--- config.mk ---
export PLATFORM = sky130hd
export DESIGN_NAME = mips_decode_queue
export DESIGN_NICKNAME = d
export VERILOG_FILES = /design/src/rtl/mips_decode_pkg.sv /design/src/rtl/mips_op_classify.sv /design/src/rtl/mips_decode_queue.sv
export SDC_FILE = /design/constraint.sdc
export NUM_CORES = 1
export LEC_CHECK = 0
export CAP_MARGIN = 20
export CORE_MARGIN = 3
export CORE_UTILIZATION = 43
export CTS_CLUSTER_DIAMETER = 120
export DETAILED_ROUTE_END_ITERATION = 10
export PLACE_DENSITY_LB_ADDON = 0.08
export SYNTH_ARGS = -nofsm -noshare
export SYNTH_HDL_FRONTEND = slang
export SYNTH_HIERARCHICAL = 1
export SYNTH_SLANG_ARGS = --single-unit
--- constraint.sdc ---
create_clock -name clk -period 3.3 [get_ports clk]
set_input_delay 0.66 -clock clk [delete_from_list [all_inputs] [get_ports clk]]
set_output_delay 0.66 -clock clk [all_outputs]
set_load 0.05 [all_outputs]
--- src/rtl/mips_decode_pkg.sv ---
// rtl/mips_decode_pkg.sv - MIPS decode encodings and entry type (MIPS_DECODE_ILLEGAL_TRAP_EN adds illegal flag)
package mips_decode_pkg;

    localparam int NUM_OPS = 11;

    localparam logic [5:0] OPC_SPECIAL = 6'b000000;
    localparam logic [5:0] OPC_REGIMM  = 6'b000001;
    localparam logic [5:0] OPC_J       = 6'b000010;
    localparam logic [5:0] OPC_JAL     = 6'b000011;
    localparam logic [5:0] OPC_BEQ     = 6'b000100;
    localparam logic [5:0] OPC_ORI     = 6'b001101;
    localparam logic [5:0] OPC_LUI     = 6'b001111;
    localparam logic [5:0] OPC_LW      = 6'b100011;
    localparam logic [5:0] OPC_SW      = 6'b101011;

    localparam logic [5:0] FN_ADDU = 6'b100001;
    localparam logic [5:0] FN_SUBU = 6'b100011;
    localparam logic [5:0] FN_JR   = 6'b001000;

    localparam logic [4:0] RT_BGEZAL = 5'b10001;

    localparam int OP_ADDU   = 0;
    localparam int OP_SUBU   = 1;
    localparam int OP_ORI    = 2;
    localparam int OP_LW     = 3;
    localparam int OP_SW     = 4;
    localparam int OP_BEQ    = 5;
    localparam int OP_LUI    = 6;
    localparam int OP_BGEZAL = 7;
    localparam int OP_JAL    = 8;
    localparam int OP_J      = 9;
    localparam int OP_JR     = 10;

    typedef struct packed {
        logic [NUM_OPS-1:0] op;
        logic [4:0]         rs;
        logic [4:0]         rt;
        logic [4:0]         rd;
        logic [15:0]        imm;
        logic [25:0]        jidx;
`ifdef MIPS_DECODE_ILLEGAL_TRAP_EN
        logic               illegal;
`endif
    } dec_entry_t;

endpackage

--- src/rtl/mips_op_classify.sv ---
// rtl/mips_op_classify.sv - combinational instr to one-hot class (illegal output under MIPS_DECODE_ILLEGAL_TRAP_EN)
module mips_op_classify
    import mips_decode_pkg::*;
(
    input  logic [31:0]        instr,
    output logic [NUM_OPS-1:0] op
`ifdef MIPS_DECODE_ILLEGAL_TRAP_EN
    ,
    output logic               illegal
`endif
);

    logic [5:0] opc;
    logic [5:0] fn;
    logic [4:0] rt;

    assign opc = instr[31:26];
    assign fn  = instr[5:0];
    assign rt  = instr[20:16];

    always_comb begin
        op = '0;
        case (opc)
            OPC_SPECIAL: begin
                case (fn)
                    FN_ADDU: op[OP_ADDU] = 1'b1;
                    FN_SUBU: op[OP_SUBU] = 1'b1;
                    FN_JR:   op[OP_JR]   = 1'b1;
                    default: op = '0;
                endcase
            end
            OPC_REGIMM: op[OP_BGEZAL] = (rt == RT_BGEZAL);
            OPC_ORI:    op[OP_ORI]    = 1'b1;
            OPC_LW:     op[OP_LW]     = 1'b1;
            OPC_SW:     op[OP_SW]     = 1'b1;
            OPC_BEQ:    op[OP_BEQ]    = 1'b1;
            OPC_LUI:    op[OP_LUI]    = 1'b1;
            OPC_JAL:    op[OP_JAL]    = 1'b1;
            OPC_J:      op[OP_J]      = 1'b1;
            default:    op = '0;
        endcase
    end

`ifdef MIPS_DECODE_ILLEGAL_TRAP_EN
    assign illegal = (op == '0);
`endif

endmodule

--- src/rtl/mips_decode_queue.sv ---
// rtl/mips_decode_queue.sv - registered MIPS decode stage with output FIFO (MIPS_DECODE_ILLEGAL_TRAP_EN adds illegal trap)
module mips_decode_queue
    import mips_decode_pkg::*;
#(
    parameter int DEPTH = 2,
    parameter int CNT_W = 16
) (
    input  logic               clk,
    input  logic               rst_n,
    input  logic               flush,
    input  logic               in_valid,
    output logic               in_ready,
    input  logic [31:0]        instr,
    output logic               out_valid,
    input  logic               out_ready,
    output logic [NUM_OPS-1:0] out_op,
    output logic [4:0]         out_rs,
    output logic [4:0]         out_rt,
    output logic [4:0]         out_rd,
    output logic [15:0]        out_imm,
    output logic [25:0]        out_jidx,
`ifdef MIPS_DECODE_ILLEGAL_TRAP_EN
    output logic               out_illegal,
    output logic               illegal_seen,
`endif
    output logic [CNT_W-1:0]   dec_count
);

    localparam int AW = $clog2(DEPTH);

    dec_entry_t         mem [DEPTH];
    dec_entry_t         wr_entry;
    dec_entry_t         head;
    logic [AW-1:0]      wr_ptr;
    logic [AW-1:0]      rd_ptr;
    logic [AW:0]        occ;
    logic               full;
    logic               push;
    logic               pop;
    logic [NUM_OPS-1:0] cls_op;
`ifdef MIPS_DECODE_ILLEGAL_TRAP_EN
    logic               cls_illegal;
`endif

    mips_op_classify u_classify (
        .instr   (instr),
        .op      (cls_op)
`ifdef MIPS_DECODE_ILLEGAL_TRAP_EN
        ,
        .illegal (cls_illegal)
`endif
    );

    always_comb begin
        wr_entry      = '0;
        wr_entry.op   = cls_op;
        wr_entry.rs   = instr[25:21];
        wr_entry.rt   = instr[20:16];
        wr_entry.rd   = instr[15:11];
        wr_entry.imm  = instr[15:0];
        wr_entry.jidx = instr[25:0];
`ifdef MIPS_DECODE_ILLEGAL_TRAP_EN
        wr_entry.illegal = cls_illegal;
`endif
    end

    assign full      = (occ == (AW+1)'(DEPTH));
    // flush drops in_ready so upstream never believes a discarded word was taken
    assign in_ready  = !full && !flush;
    assign out_valid = (occ != '0);
    assign push      = in_valid && in_ready;
    assign pop       = out_valid && out_ready && !flush;

    always_ff @(posedge clk) begin
        if (!rst_n) begin
            wr_ptr    <= '0;
            rd_ptr    <= '0;
            occ       <= '0;
            dec_count <= '0;
        end else begin
            if (flush) begin
                wr_ptr <= '0;
                rd_ptr <= '0;
                occ    <= '0;
            end else begin
                if (push) wr_ptr <= wr_ptr + AW'(1);
                if (pop)  rd_ptr <= rd_ptr + AW'(1);
                occ <= occ + (AW+1)'(push) - (AW+1)'(pop);
            end
            if (push && (dec_count != '1)) dec_count <= dec_count + CNT_W'(1);
        end
    end

    always_ff @(posedge clk) begin
        if (push) mem[wr_ptr] <= wr_entry;
    end

    assign head     = mem[rd_ptr];
    assign out_op   = out_valid ? head.op : '0;
    assign out_rs   = head.rs;
    assign out_rt   = head.rt;
    assign out_rd   = head.rd;
    assign out_imm  = head.imm;
    assign out_jidx = head.jidx;

`ifdef MIPS_DECODE_ILLEGAL_TRAP_EN
    assign out_illegal = head.illegal;

    always_ff @(posedge clk) begin
        if (!rst_n)                   illegal_seen <= 1'b0;
        else if (push && cls_illegal) illegal_seen <= 1'b1;
    end
`endif

endmodule

Word level (Yosys, flattened, before mapping)
Memories as Yosys holds them, arrays and structs flattened. A register that Yosys moved wholly into a read port is not among the register bits.
Index checks and enable logic that the tools add are counted.
- bits in writable memories: 136
- input port bits: 37
- bits in registers: 20
- memories kept: 1
- output and inout bits: 86
- logic and storage cells: 53
- memories (name ; depth ; bits a word ; rd ports ; clocked after Yosys merged registers in ; write ports ; RTL line ; text):
    mem ; 2 ; 68 ; 1 ; 1 ; 1 ; mips_decode_queue.sv:31 ; dec_entry_t mem [DEPTH];
- multiplexer cells: 18
- bitwise logic cells: 1
- equal/unequal tests: 14
- reductions and logical operators: 10
- $add $sub $neg: 5
- operators by type and width (kind ; count):
    $eq 6x6->1 const B ; 4
    $eq 6x4->1 const B ; 3
    $add 16x1->16 const B ; 1
    $mux 1 ; 16
    $ne 16x16->1 const B ; 1
    $eq 6x2->1 const B ; 2
    $mux 11 ; 1
    $eq 6x1->1 const B ; 1
    $eq 6x3->1 const B ; 1
    $logic_not 6->1 ; 1
    $eq 5x5->1 const B ; 1
    $logic_and 1x1->1 ; 5
    $add 1x1->1 const B ; 2
    $add 2x1->2 ; 1
    $eq 2x2->1 const B ; 1
    $logic_not 1->1 ; 2
    $mux 2 ; 1
    $reduce_bool 2->1 ; 1
    $reduce_or 2->1 ; 1
    $sub 2x1->2 ; 1
    $not 1->1 ; 1

Longest topological paths before layout
Gate-level depths: netlist of the first run.
- word-level depth: 6
- depth in mapped cells: 10
- gate-level depth less buffers: 9

Cells and area by module
The synthesis of the first run kept the hierarchy.
- by module, submodules not included (module ; instances ; seq. area each (um^2) ; cells an instance ; area an instance (um^2)):
    mips_decode_queue ; 1 ; 2642.5 ; 287 ; 4021.4
    mips_op_classify ; 1 ; 0.0 ; 25 ; 171.4

Least setup slack after synthesis of the first run
Ideal clock, no wire load.
- kind: input-to-reg
- start: input flush
- end: memory mem[0][26] (netlist name), enable pin
- library setup time: 0.431 ns
- required time: 2.869 ns
- stages: 5
- arrival time: 2.876 ns
- path buffers: 1
- setup slack: -0.007 ns
- cells stage by stage: nand2b_1 > nor2_1 > inv_2 > clkbuf_1 > nor2_1
- word-level cells in the longest chain between the ends: 5
- ends and longest elaborated chain (element ; RTL line ; text):
    from (decl) ; mips_decode_queue.sv:10 ; input logic flush,
    $logic_not 1->1 ; mips_decode_queue.sv:69 ; assign in_ready = !full && !flush;
    $logic_and 1x1->1 ; mips_decode_queue.sv:69 ;
    $logic_and 1x1->1 ; mips_decode_queue.sv:71 ; assign push = in_valid && in_ready;
    $mux 1 ; mips_decode_queue.sv:95 ; if (push) mem[wr_ptr] <= wr_entry;
    $mux 1 (not written as such) ; mips_decode_queue.sv:95 ;
    to (decl) ; mips_decode_queue.sv:31 ;
Every way passes these cells.

Worst setup path after layout of the first run
- start: register occ[1]
- end: output out_op[10]
- word-level cells in the longest chain between the ends: 2
- ends and longest elaborated chain (element ; RTL line ; text):
    from (decl) ; mips_decode_queue.sv:36 ; logic [AW:0] occ;
    from (signal assigned) ; mips_decode_queue.sv:88 ; occ <= occ + (AW+1)'(push) - (AW+1)'(pop);
    $reduce_bool 2->1 ; mips_decode_queue.sv:70 ; assign out_valid = (occ != '0);
    $mux 11 ; mips_decode_queue.sv:99 ; assign out_op = out_valid ? head.op : '0;
    to (decl) ; mips_decode_queue.sv:16 ; output logic [NUM_OPS-1:0] out_op,
Every way passes these cells.

==> flow_summary.json, run 1 <==
{
  "track_usage_pct": 14.9,
  "rows": 35,
  "grt_pass1_vias": 2679,
  "post_cts_resized": 0,
  "numClockSinks": 95,
  "first_iter_violations": 84,
  "ys_ff_latch": 95,
  "port_buffers": 122,
  "drive_gt1_share_pct": 12.9,
  "end_kind": "primary output",
  "vias": 2715,
  "yosys.area.top_type": "edfxtp_1",
  "path_class": "register to primary output",
  "synth_top_area_share_pct": 53.0,
  "place_congestion": 0.760,
  "worst-slew-pin-transition_ps": 902,
  "cts_inserted_buffers": 9,
  "timing.final.ws_setup_ps": 358,
  "period_share_pct": 89.1,
  "dpl_worst_slack_ps": 480,
  "hold_violations": 0,
  "timing.final.max_slew_violations": 0,
  "die_w_um": 105,
  "setup_viol": 0,
  "antenna_cells": 0,
  "routedWlPerCell_um": 15.4,
  "clk_pin_slew_ps": 90,
  "hp-class": "register to register",
  "layout_commonest_cell": "clkdlybuf4s50_1",
  "combPwrFrac_pct": 15.0,
  "tns_ps": 0,
  "final_nets": 446,
  "grt_antenna_before_repair": 0,
  "area_growth_pct": 31.8,
  "cp.required_ps": 2640,
  "postSynthCellCount": 312,
  "drtPass1Iterations": 4,
  "cts_tree": "built",
  "seq_area_frac_synth_pct": 63.0,
  "drcViolationCount": 0,
  "power_density_nw_per_um2": 422,
  "clock_power_share_pct": 28.4,
  "outcome": "finished clean",
  "crit_fanout": 12,
  "design.core.area_sq_um": 9370,
  "post_dp_cell_area_sq_um": 5360,
  "ys.warnings.count": 6,
  "dpl.cell_count": 524,
  "seqPwrFrac_pct": 56.6,
  "cts-root-buf": "clkbuf_8",
  "fin_cells": 540,
  "ir_drop_mv": 0.229,
  "synthTopCellsByArea": "edfxtp_1 (53%), dfxtp_1 (10%), mux2_2 (7.0%)",
  "final_area_sq_um": 5530,
  "skew_ps": 13.2,
  "rsz0062_at_grt": "no",
  "async_flop_share_pct": 0,
  "slew_headroom_pct": 39.6,
  "grt_start_max_net_pins": 38,
  "layout_common_cells": "clkdlybuf4s50_1 (122), edfxtp_1 (74), mux2_2 (26)",
  "p_leak_nw": 1.78,
  "start_util_pct": 44.7,
  "htreeDepth": 3,
  "post_cts.repair.setup_buffers": 0,
  "wirelength_um": 8300,
  "hpwl_um": 5780,
  "cts_buffer_depth": 2,
  "syn_avg_cell_area_sq_um": 13.4,
  "total_power_mw": 2.33,
  "period_needed_ps": 2940,
  "switchingPower_mw": 0.615,
  "netlist_area_sq_um": 4190,
  "synth_cell_types": 42,
  "grt-ovfl-total": 0,
  "ys.flop_type": "edfxtp_1",
  "cts.hold.buffers_added": 0,
  "clk_latency_ps": 340,
  "setup.worst_path.start_class": "register",
  "vias_per_cell": 5.03,
  "synth_edf_count": 74,
  "grt_pass1_wl_um": 13300,
  "synth_fp_nets": 352,
  "io_pins": 123,
  "arrival_ps": 2280,
  "drv_cap": 0,
  "max_freq_ghz": 0.340,
  "ant_nets": 0,
  "die_height_um": 105,
  "p_sw_share_pct": 26.3,
  "p_int_mw": 1.72,
  "die_area_sq_um": 11000
}
synth_stat cells, types with 2 or more instances:
library cell	count
a21oi_1	11
and3_1	4
and4_1	2
buf_2	2
buf_4	31
clkbuf_1	7
dfxtp_1	21
edfxtp_1	74
ha_1	3
inv_1	6
mux2_2	26
mux2i_1	14
nand2_1	10
nand2b_1	7
nand3_1	5
nand3b_1	2
nand4_1	4
nor2_1	25
nor3_1	4
nor3b_1	2
nor4_1	6
o21ai_0	4
o31ai_1	8
or3_1	4
or4_1	10
or4bb_1	2
xnor2_1	2
xor2_1	2
sequential cells by signal (all words and copies together), names as in the netlist, named ones only:
register / cells
mem: 74
rd_ptr: 1
wr_ptr: 1
occ: 2
dec_count: 16
area by class of cell:
class | instances | area (sq um)
Sequential cell | 95 | 2640
Fill cell | 819 | 3850
Timing Repair Buffer | 125 | 1280
Inverter | 7 | 26.3
Clock inverter | 5 | 33.8
Tap cell | 129 | 161
Multi-Input combinational cell | 168 | 1250
Clock buffer | 11 | 131
power by group through the flow:
stage | Combinational (mW) | Clock [mW] | Sequential [mW]
after floorplan | 0.226 | 0 | 1.35
after global placement | 0.348 | 0 | 1.35
after detailed placement | 0.353 | 0 | 1.35
after CTS | 0.354 | 0.686 | 1.32
after global routing | 0.367 | 0.737 | 1.32
final | 0.350 | 0.662 | 1.32
final timing paths:
kind / start / endpoint / slack [ps] / cells past startpoint
worst max register to register: dec_count[4]$_SDFFE_PN0P_ / dec_count[15]$_SDFFE_PN0P_ / 1300 / 4
worst min-delay path: dec_count[15]$_SDFFE_PN0P_ / dec_count[15]$_SDFFE_PN0P_ / 490 / 2
worst min register to register: dec_count[15]$_SDFFE_PN0P_ / dec_count[15]$_SDFFE_PN0P_ / 490 / 2
worst max-delay path: occ[1]$_SDFF_PP0_ / out_op[10] / 360 / 3
per-stage QoR:
stage | util (%) | hold slack [ps]
2_1_floorplan | - | 472
3_3_place_gp | 57.2 | 467
3_5_place_dp | 57.2 | 474
4_1_cts | 59.0 | 489
5_1_grt | 59.0 | 546
6_report | 59.0 | 487
metal layers:
| metal | share of wire [%] | track usage, % | wire length, um | vias up |
|---|---|---|---|---|
| met5 | 0 | 0 | 0 | - |
| met4 | 0 | 3.94 | 0 | 0 |
| met3 | 5.7 | 3.58 | 470 | 0 |
| met2 | 47 | 24.5 | 3930 | 87 |
| met1 | 47 | 20.0 | 3910 | 1296 |
| li1 | - | - | - | 1332 |
worst max-delay path, cell delays in order (launching register included):
cell and delay, ps:
dfxtp_1 360, nor2_1 710, nor2_1 120, clkdlybuf4s50_1 760
cells by family after synthesis:
logic type / after synthesis / synth area share, %
adders and majority gates: 3 / 0.895
buffers and inverters: 49 / 7.43
and+or+nand+nor: 95 / 13.6
xor gates and xnor gates: 4 / 0.836
DFF: 95 / 63.0
AOI/OAI and AO/OA: 26 / 3.88
muxes: 40 / 10.3
(Power assumes the default switching activity.)
==> inputs of run 2 (changes only) <==
Settings changed: SETUP_SLACK_MARGIN set to 0.4.
==> run 2 against run 1 <==
Non-clock buffer count unchanged. Critical path depth unchanged. Sequential share of layout area about the same. Total power about the same. Clock skew unchanged. Count of clock-buffer cells in the layout unchanged. Core utilization about the same.
==> flow_summary.json, run 2 (synthesis gave the netlist of run 1 again) <==
{
  "design.core.area_sq_um": 9370,
  "area_growth_pct": 31.8,
  "place_congestion": 0.760,
  "cts.hold.buffers_added": 0,
  "clk_latency_ps": 340,
  "numClockSinks": 95,
  "worstSetupPathDepth": 3,
  "path_class": "input pin to primary output",
  "vias": 2713,
  "r2r-end": "dec_count[15]$_SDFFE_PN0P_",
  "drv_cap": 0,
  "r2r_slack_ps": 1300,
  "regMostFlops": "mem",
  "ant_nets": 0,
  "hpwl_um": 5780,
  "die_area_sq_um": 11000,
  "skew_ps": 13.2,
  "grt_pass1_wl_um": 13300,
  "cts_tree": "built",
  "slowest_stage": "clkdlybuf4s50_1",
  "cpMostUsedCell": "clkdlybuf4s50_1",
  "start_util_pct": 44.7,
  "grt-ovfl-total": 0,
  "largest_reg_flops": 74,
  "reg2reg_depth": 4,
  "cts_inserted_buffers": 9,
  "hp-class": "register to register",
  "crit_start": "flush",
  "cts_buffer_depth": 2,
  "p_sw_share_pct": 26.4,
  "crit_buf_inv": 2,
  "track_usage_pct": 14.9,
  "rows": 35,
  "port_buffers": 122,
  "crit_chain": "clkdlybuf4s50_1, nor2_1, clkdlybuf4s50_1",
  "outcome": "finished clean",
  "clock_power_share_pct": 28.4,
  "antenna_cells": 0,
  "die_w_um": 105,
  "combPwrFrac_pct": 15.0,
  "final_nets": 446,
  "crit_family": "buffers and inverters",
  "r2r_start": "dec_count[4]$_SDFFE_PN0P_",
  "max_freq_ghz": 0.367,
  "vias_per_cell": 5.02,
  "seqPwrFrac_pct": 56.6,
  "first_iter_violations": 84,
  "htreeDepth": 3,
  "routedWlPerCell_um": 15.4,
  "layout_common_cells": "clkdlybuf4s50_1 (122), edfxtp_1 (74), mux2_2 (26)",
  "die_height_um": 105,
  "worst-slew-pin-transition_ps": 741,
  "period_needed_ps": 2720,
  "ir_drop_mv": 0.238,
  "post_cts.repair.setup_buffers": 0,
  "clk_pin_slew_ps": 90,
  "utilization_pct": 59.0,
  "endpoint": "in_ready",
  "layout_commonest_cell": "clkdlybuf4s50_1",
  "drtPass1Iterations": 4,
  "cts-root-buf": "clkbuf_8",
  "setup_viol": 0,
  "setup.worst_path.start_class": "input pin",
  "rsz0062_at_grt": "no",
  "critical-path-max-stage-delay_ps": 810,
  "drcViolationCount": 0,
  "p_int_mw": 1.72,
  "switchingPower_mw": 0.615,
  "cp.required_ps": 2640,
  "power_density_nw_per_um2": 422,
  "grt_start_max_net_pins": 38,
  "end_kind": "primary output",
  "p_leak_nw": 1.78,
  "hold_violations": 0,
  "wirelength_um": 8310,
  "slew_headroom_pct": 50.2,
  "grt_antenna_before_repair": 0,
  "drive_gt1_share_pct": 13.1,
  "grt_pass1_vias": 2679,
  "top_regs": "mem (74), dec_count (16), occ (2)",
  "io_pins": 123,
  "tns_ps": 0,
  "period_share_pct": 82.5,
  "crit_fanout": 5,
  "timing.final.max_slew_violations": 0,
  "arrival_ps": 2060,
  "post_cts_resized": 1
}
run 2: per-layer routing:
layer / global-route usage (%) / vias to the layer above / part of all wire, %
li1: - / 1332 / -
met1: 20.0 / 1294 / 47
met2: 24.5 / 87 / 47
met3: 3.58 / 0 / 5.7
met4: 3.94 / 0 / 0
met5: 0 / - / 0
run 2: per-stage QoR:
step	cells	power (mW)	setup WS [ps]	instance area, sq um	hold WS [ps]
6_report	540	2.33	577	5530	487
3_3_place_gp	524	1.70	600	5360	467
4_1_cts	540	2.36	572	5530	489
5_1_grt	540	2.43	509	5530	546
3_5_place_dp	524	1.70	480	5360	474
2_1_floorplan	312	1.58	606	4200	472
run 2: worst min-delay path by stage:
stage	cells after the start	slack, ps	endpoint	startpoint
6_report	2	490	dec_count[15]$_SDFFE_PN0P_	dec_count[15]$_SDFFE_PN0P_
5_1_grt	2	550	dec_count[13]$_SDFFE_PN0P_	dec_count[13]$_SDFFE_PN0P_
4_1_cts	2	490	dec_count[15]$_SDFFE_PN0P_	dec_count[15]$_SDFFE_PN0P_
3_5_place_dp	2	470	dec_count[15]$_SDFFE_PN0P_	dec_count[15]$_SDFFE_PN0P_
3_3_place_gp	2	470	dec_count[15]$_SDFFE_PN0P_	dec_count[15]$_SDFFE_PN0P_
2_1_floorplan	2	470	register	rd_ptr$_SDFFE_PP0P_
run 2: power groups by stage:
stage / logic [mW] / registers (mW) / clock network (mW)
finish: 0.351 / 1.32 / 0.662
global placement: 0.348 / 1.35 / 0
CTS: 0.354 / 1.32 / 0.686
global route: 0.367 / 1.32 / 0.737
detailed placement: 0.353 / 1.35 / 0
floorplan: 0.226 / 1.35 / 0
run 2: final cells by class:
type / instances / area (sq um)
Clock buffer: 11 / 131
Clock inverter: 5 / 33.8
Fill cell: 818 / 3840
Inverter: 7 / 26.3
Multi-Input combinational cell: 168 / 1250
Sequential cell: 95 / 2640
Tap cell: 129 / 161
Timing Repair Buffer: 125 / 1280
run 2: worst min-delay path, cell delays in order (launching register included):
cell,delay [ps]
dfxtp_1,340
nand2_1,60
mux2i_1,50
==> inputs of run 3 (changes only) <==
Settings changed: CORE_UTILIZATION 43 to 47.
Clock period 3.3 ns to 2.8 ns, I/O delays scaled along.
==> run 3 against run 2 <==
Sequential share of layout area increased by 1.6 points. Global-route usage up 1.3 points. Core utilization is 4.5 points higher. Total power up 18%. First-iteration DRC count up 21%. Via count stayed put. Cell area down 3.2%. Clock power is 21% higher. Combinational power is 14% higher. Critical path depth unchanged.
==> flow_summary.json, run 3 (synthesis gave the netlist of run 1 again) <==
{
  "outcome": "finished clean",
  "antenna_cells": 0,
  "grt_use_met3_pct": 2.98,
  "period_needed_ps": 2210,
  "die_area_sq_um": 10100,
  "post_cts.repair.setup_buffers": 0,
  "busiest_layer": "met2",
  "layout_common_cells": "edfxtp_1 (74), buf_4 (69), clkdlybuf4s50_1 (52)",
  "end_kind": "primary output",
  "drtPass1Iterations": 4,
  "worst-slew-pin-transition_ps": 724,
  "drcViolationCount": 0,
  "ant_nets": 0,
  "tns_ps": 0,
  "htreeDepth": 3,
  "layout_commonest_cell": "edfxtp_1",
  "period_share_pct": 79.0,
  "crit_fanout": 37,
  "cts_tree": "built",
  "io_pins": 123,
  "vias_per_cell": 5.25,
  "grt_start_max_net_pins": 38,
  "skew_ps": 10.9,
  "place_congestion": 0.783,
  "numClockSinks": 95,
  "cts-root-buf": "clkbuf_8",
  "routedWlPerCell_um": 15.9,
  "cp.required_ps": 2240,
  "vias": 2713,
  "design.core.area_sq_um": 8420,
  "grt_pass1_wl_um": 12700,
  "rsz0062_at_grt": "no",
  "grt_pass1_vias": 2578,
  "r2r_start": "dec_count[0]$_SDFFE_PN0P_",
  "hpwl_um": 5670,
  "met1_usage_pct": 21.7,
  "top_regs": "mem (74), dec_count (16), occ (2)",
  "grt-ovfl-total": 0,
  "rows": 33,
  "largest_reg_flops": 74,
  "drive_gt1_share_pct": 30.1,
  "slew_headroom_pct": 51.3,
  "first_iter_violations": 102,
  "area_growth_pct": 27.6,
  "wirelength_um": 8210,
  "clk_pin_slew_ps": 90,
  "path_class": "register to primary output",
  "die_height_um": 100,
  "timing.final.max_slew_violations": 0,
  "track_usage_pct": 16.2,
  "setup.worst_path.start_class": "register",
  "cts_buffer_depth": 2,
  "max_freq_ghz": 0.452,
  "die_w_um": 100,
  "setup_viol": 0,
  "final_nets": 447,
  "utilization_pct": 63.5,
  "port_buffers": 122,
  "grt_antenna_before_repair": 0,
  "cts_inserted_buffers": 9,
  "use_met2_pct": 26.8,
  "hold_violations": 0,
  "regMostFlops": "mem",
  "power_density_nw_per_um2": 515,
  "start_util_pct": 49.8,
  "drv_cap": 0,
  "ir_drop_mv": 0.367,
  "fill_cells": 669,
  "hp-class": "register to register",
  "min_from": "dec_count[15]$_SDFFE_PN0P_",
  "clk_latency_ps": 340,
  "p_leak_nw": 1.88,
  "cts.hold.buffers_added": 0,
  "arrival_ps": 1650
}
==> run 3: cell types whose count changed in the layout (fill, tap and decap cells not counted), sizes merged <==
cell           previous run  this run
clkinvlp                  3         2
clkdlybuf4s50           122        52
inv                       8         9
buf                       3        73
dlymetal6s2s              0         1
==> run 3: area by class of cell <==
| class | count | area, sq um | share of cell area, % |
|---|---|---|---|
| sequential | 95 | 2640 | 49.4 |
| timing repair buffer | 126 | 1120 | 21.0 |
| multi-input combinational | 168 | 1250 | 23.5 |
| clock buffer | 11 | 131 | 2.45 |
| clock inverter | 5 | 41.3 | 0.772 |
| tap | 105 | 131 | 2.45 |
| inverter | 7 | 26.3 | 0.491 |
==> run 3: worst paths after layout <==
path | end | slack [ps] | cells past startpoint
worst max-delay path | out_imm[12] | 590 | 3
worst min-delay path | dec_count[15]$_SDFFE_PN0P_ | 490 | 2
worst max register to register | dec_count[12]$_SDFFE_PN0P_ | 830 | 5
worst min register to register | dec_count[15]$_SDFFE_PN0P_ | 490 | 2
==> run 3: metal layers <==
layer	up-vias	wire (um)
met5	-	0
met4	0	77
met3	5	512
met2	92	4020
met1	1287	3600
li1	1329	-
==> run 3: what timing repair did <==
action,CTS,global route
endpoints found under the setup margin,1,37
hold endpoints to repair,0,0
resized for setup,2,2
pin swaps,0,0
==> run 3: where the power goes <==
part	internal, mW	leakage [nW]	total, mW	switching, mW
clock	0.332	0.0805	0.801	0.469
combinational	0.140	0.960	0.399	0.258
sequential	1.55	0.841	1.56	0.0105
==> run 3: through the flow <==
| step | instance area, sq um | hold slack (ps) | total power [mW] | std cells | setup slack (ps) |
|---|---|---|---|---|---|
| floorplan | 4200 | 472 | 1.86 | 312 | 492 |
| global placement | 5160 | 467 | 1.98 | 501 | 377 |
| detailed placement | 5160 | 478 | 1.99 | 501 | 289 |
| CTS | 5350 | 493 | 2.79 | 517 | 409 |
| global route | 5350 | 523 | 2.87 | 517 | 481 |
| finish | 5350 | 494 | 2.76 | 517 | 588 |
==> run 3: worst max-delay path, stage by stage, from the launching register on <==
cell and delay (ps):
dfxtp_2 330, buf_6 350, mux2_2 410, buf_4 200
